==> src/rtl/cla_pkg.sv <==
// cla_pkg: shared constants and helpers for the carry-lookahead adder.
//   CLA_GROUP          bits per first-level lookahead group
//   CLA_DEFAULT_WIDTH  default operand width of cla_adder
//   cla_num_groups()   number of groups for a given operand width
package cla_pkg;

    localparam int unsigned CLA_GROUP         = 4;
    localparam int unsigned CLA_DEFAULT_WIDTH = 4;

    function automatic int unsigned cla_num_groups(input int unsigned width);
        return width / CLA_GROUP;
    endfunction

endpackage

==> src/rtl/cla_group.sv <==
// cla_group: purely combinational 4-bit carry-lookahead unit.
//   p[3:0], g[3:0]  per-bit propagate / generate
//   cin             carry into bit 0 of the group
//   c[3:0]          carry into each bit (c[0] == cin)
//   GP, GG          group propagate / group generate for the second level
module cla_group (
    input  logic [3:0] p,
    input  logic [3:0] g,
    input  logic       cin,
    output logic [3:0] c,
    output logic       GP,
    output logic       GG
);

    // Every carry is a flattened sum of products, so no carry depends on
    // another carry inside the group.
    always_comb begin
        c[0] = cin;
        c[1] = g[0] | (p[0] & cin);
        c[2] = g[1] | (p[1] & g[0]) | (p[1] & p[0] & cin);
        c[3] = g[2] | (p[2] & g[1]) | (p[2] & p[1] & g[0])
             | (p[2] & p[1] & p[0] & cin);
        GP   = &p;
        GG   = g[3] | (p[3] & g[2]) | (p[3] & p[2] & g[1])
             | (p[3] & p[2] & p[1] & g[0]);
    end

endmodule

==> src/rtl/cla_adder.sv <==
// cla_adder: registered two-level carry-lookahead adder, {Cout,S} = A+B+Cin.
// Inputs are registered, the sum is registered: fixed 2-edge latency,
// one operation per clock.
//   clk   clock, rising edge
//   rst   asynchronous active-high reset, clears all registers
//   A, B  WIDTH-bit unsigned operands (WIDTH a positive multiple of 4)
//   Cin   carry in
//   S     registered sum
//   Cout  registered carry out
//   ovf   registered two's-complement overflow (only with CLA_OVF_EN)
module cla_adder
    import cla_pkg::*;
#(
    parameter int unsigned WIDTH = CLA_DEFAULT_WIDTH
) (
    input  logic             clk,
    input  logic             rst,
    input  logic [WIDTH-1:0] A,
    input  logic [WIDTH-1:0] B,
    input  logic             Cin,
    output logic [WIDTH-1:0] S,
    output logic             Cout
`ifdef CLA_OVF_EN
    ,
    output logic             ovf
`endif
);

    localparam int unsigned NG = cla_num_groups(WIDTH);

    generate
        if (WIDTH == 0 || (WIDTH % CLA_GROUP) != 0) begin : g_bad_width
            $error("cla_adder: WIDTH must be a positive multiple of 4");
        end
    endgenerate

    logic [WIDTH-1:0] A1, B1;
    logic             Cin1;
    logic [WIDTH-1:0] p, g, c, S_next;
    logic [NG-1:0]    GG, GP;
    logic [NG:0]      gc;
    logic             acc, prod;
    logic             Cout_next;

    assign g = A1 & B1;
    assign p = A1 ^ B1;

    generate
        for (genvar k = 0; k < NG; k++) begin : g_grp
            cla_group u_grp (
                .p  (p[CLA_GROUP*k +: CLA_GROUP]),
                .g  (g[CLA_GROUP*k +: CLA_GROUP]),
                .cin(gc[k]),
                .c  (c[CLA_GROUP*k +: CLA_GROUP]),
                .GP (GP[k]),
                .GG (GG[k])
            );
        end
    endgenerate

    // Second-level lookahead: gc[k] is built as a flat OR of
    // GG[j]&GP[j+1..k-1] terms plus Cin1&GP[0..k-1], never from gc[k-1],
    // so the group carries do not ripple.
    always_comb begin
        gc    = '0;
        acc   = 1'b0;
        prod  = 1'b0;
        gc[0] = Cin1;
        for (int unsigned k = 1; k <= NG; k++) begin
            acc = 1'b0;
            for (int unsigned j = 0; j < k; j++) begin
                prod = GG[j];
                for (int unsigned m = j + 1; m < k; m++) begin
                    prod = prod & GP[m];
                end
                acc = acc | prod;
            end
            prod = Cin1;
            for (int unsigned m = 0; m < k; m++) begin
                prod = prod & GP[m];
            end
            gc[k] = acc | prod;
        end
    end

    assign S_next    = p ^ c;
    assign Cout_next = gc[NG];

    always_ff @(posedge clk or posedge rst) begin
        if (rst) begin
            A1   <= '0;
            B1   <= '0;
            Cin1 <= 1'b0;
        end else begin
            A1   <= A;
            B1   <= B;
            Cin1 <= Cin;
        end
    end

    always_ff @(posedge clk or posedge rst) begin
        if (rst) begin
            S    <= '0;
            Cout <= 1'b0;
        end else begin
            S    <= S_next;
            Cout <= Cout_next;
        end
    end

`ifdef CLA_OVF_EN
    // Overflow: carry out of the MSB differs from carry into the MSB.
    always_ff @(posedge clk or posedge rst) begin
        if (rst) begin
            ovf <= 1'b0;
        end else begin
            ovf <= gc[NG] ^ c[WIDTH-1];
        end
    end
`endif

endmodule

==> config.mk <==
export PLATFORM = sky130hd
export DESIGN_NAME = cla_adder
export DESIGN_NICKNAME = d
export VERILOG_FILES = /design/src/rtl/cla_pkg.sv /design/src/rtl/cla_group.sv /design/src/rtl/cla_adder.sv
export SDC_FILE = /design/constraint.sdc
export NUM_CORES = 1
export LEC_CHECK = 0
export CELL_PAD_IN_SITES_DETAIL_PLACEMENT = 1
export CELL_PAD_IN_SITES_GLOBAL_PLACEMENT = 1
export CORE_MARGIN = 1.5
export CORE_UTILIZATION = 36
export CTS_BUF_LIST = sky130_fd_sc_hd__clkbuf_16
export DETAILED_ROUTE_END_ITERATION = 10
export GPL_TIMING_DRIVEN = 0
export PLACE_DENSITY_LB_ADDON = 0.1
export RECOVER_POWER = 100
export SYNTH_ARGS = -nofsm -noshare
export SYNTH_HDL_FRONTEND = slang
export SYNTH_SLANG_ARGS = --single-unit
==> constraint.sdc <==
create_clock -name clk -period 2.42 [get_ports clk]
set_input_delay 0.484 -clock clk [delete_from_list [all_inputs] [get_ports clk]]
set_output_delay 0.484 -clock clk [all_outputs]
set_load 0.005 [all_outputs]
==> impl_metrics.toml <==
[logic_synthesis]
ys_top_cells_by_area = "dfrtp_1, ha_1, a21o_1"
yosysMostFrequentCell = "dfrtp_1"
async_reset_ff_share_pct = 100.0
synth-seq-area-share_pct = 69.83
synth_top_area_cell = "dfrtp_1"
synth_cell_types = 9
yosys_warnings = 0
synth_cells = 32
ys.flop_type = "dfrtp_1"
ys_seq_elements = 14
syn_area_per_cell_um2 = 15.68
synth-edff-count = 0
yosys.area.top_type_share_pct = 69.83
synth_nets = 48
synth_common_cells = "dfrtp_1, inv_1, ha_1, a21o_1, xnor2_1"
mappedNetlistArea_um2 = 501.7

[timing]
worst_pin_slew_ns = 0.4950
period_minus_slack_ns = 1.661
finalHoldViolCount = 0
finalSetupViolCount = 0
max_freq_mhz = 601.9
fin_ws_ns = 0.7587
final.period_utilization_pct = 68.65
slew_headroom_pct = 66.97
skew_ns = 0.0002584
rsz0062_at_grt = "false"
fin_tns_setup_ns = 0
maxSlewViolCount = 0

[final_layout]
area_delta_synth_final_pct = 49.38
layout.area.seq_um2 = 350.3
diodes = 0
final_nets = 68
drive_above_1_share_pct = 5.882
fillers = 127
multi_input_area_um2 = 132.6

[worst_setup_path]
crit_fanout = 1
cpMaxStageDelayCell = "dlygate4sd3_1"
worstPathCellList = "dlygate4sd3_1"
r2r_start = "A1[2]$_DFF_PP0_"
r2r_slack_ns = 1.01
cp.arrival_ns = 1.18
start_kind = "register"
worst_r2r_path_depth = 4
crit_required_ns = 1.94
slowest_delay_ns = 0.58
path_buf_inv = 1
timing.rr.end = "Cout$_DFF_PP0_"
endpoint_kind = "output port"
critPathTopFamily = "buffers and inverters"
critPathKind = "register to output port"

[floorplanning]
num_rows = 13
initial_core_util_pct = 38.56
ioPinCount = 16
dieArea_um2 = 1627
dieWidth_um = 40.33
core_um2 = 1301
dieHeight_um = 40.33

[placed_design]
gp_congestion = 0.6688
pre_cts_ws_ns = 1.028
hpwl_um = 662.8
numPortBuffers = 15

[route]
num_vias = 305
drt-total-wl_um = 895
route.detailed.drc = 0
firstDrtPassIters = 1
viasPerCell = 4.621
post_drt_wl_per_cell_um = 13.56
ant_nets = 0
drt_iter0_drc = 0

[clocking]
cts_buffers = 3
cts_max_level = 1
cts_tree = "built"
clkTransAtPathRegs_ns = 0.04
ctsRootBufferMaster = "clkbuf_16"
post_cts_buffers = 0
post_cts_resize_count = 0
cts_sinks = 14
worstSkewPairLatency_ns = 0.24
cts.path.max_buffers = 2
postCtsHoldBufs = 0

[grt]
grt_first_pass_wirelength_um = 1442
grt_remaining_overflow = 0
track_usage_pct = 15.54
antenna_found_initial = 0
grt_pass1_vias = 335
grt_max_degree = 15

[run]
max_cap_viol_count = 0

[hold_path]
hold_class = "register to register"
min_path_cells = 2
min_to = "Cout$_DFF_PP0_"
hold_path_startpoint = "B1[3]$_DFF_PP0_"

[status]
status = "completed"

[power_and_ir_drop]
power.density_nw_per_um2 = 870.1
p_leak_nw = 0.3668
vdd.ir_drop.worst_mv = 0.6041
power.total_mw = 0.6521
[worst max-delay path by stage]
stage,end,startpoint,cells past startpoint
final,Cout,Cout$_DFF_PP0_,1
after global routing,Cout,Cout$_DFF_PP0_,1
after CTS,Cout,Cout$_DFF_PP0_,1
after detailed placement,Cout$_DFF_PP0_,A1[0]$_DFF_PP0_,4
after global placement,Cout$_DFF_PP0_,A1[0]$_DFF_PP0_,4
after floorplan,Cout$_DFF_PP0_,A1[2]$_DFF_PP0_,4
[layout by cell type (no fill, tap or decap)]
master	n
a21o_1	3
a21oi_1	1
a31o_1	1
clkbuf_16	3
clkinv_1	1
dfrtp_1	14
dlygate4sd3_1	15
fa_1	1
ha_1	4
inv_1	5
xnor2_1	2
xor2_1	1
[flip-flops by register name, summed over array words and instances, names as in the netlist]
register and count:
Cin1 1, Cout 1, S 4, A1 4, B1 4
[per-stage QoR]
stage	instances	hold slack, ns	area [µm²]	utilization, %
6_report	66	0.5991	749.5	57.60
5_1_grt	66	0.6428	749.5	57.60
4_1_cts	66	0.5833	749.5	57.60
3_5_place_dp	62	0.5818	670.6	51.54
3_3_place_gp	62	0.5504	670.6	51.54
2_1_floorplan	32	0.3732	501.7	-
[metal layers]
metal / track usage [%] / part of all wire, % / up-vias
met5: 0 / 0 / -
li1: - / - / 138
met3: 8.333 / 7.7 / 3
met1: 12.14 / 28 / 150
met2: 29.76 / 61 / 14
met4: 7.500 / 2.7 / 0
[layout make-up]
cell class / instances / area share (%)
clock buffers: 3 / 10.02
flip-flops and latches: 14 / 46.74
repair buffers: 15 / 20.03
clock inverters: 1 / 0.5008
multi-input cells: 13 / 17.70
well taps: 15 / 2.504
inverters: 5 / 2.504
[cell families after synthesis]
logic type,count (synthesis),synth area share [%]
flops,14,69.83
compound gates,5,7.231
buf+inv,5,3.741
fa+ha+maj,5,13.97
xor+xnor,3,5.238
[power breakdown]
| part | internal (mW) | total (mW) | switching [mW] |
|---|---|---|---|
| clock | 0.218 | 0.311 | 0.0930 |
| sequential | 0.257 | 0.264 | 0.00710 |
| combinational | 0.0463 | 0.0768 | 0.0305 |
| total | 0.521 | 0.652 | 0.131 |
(Power assumes the default switching activity.)
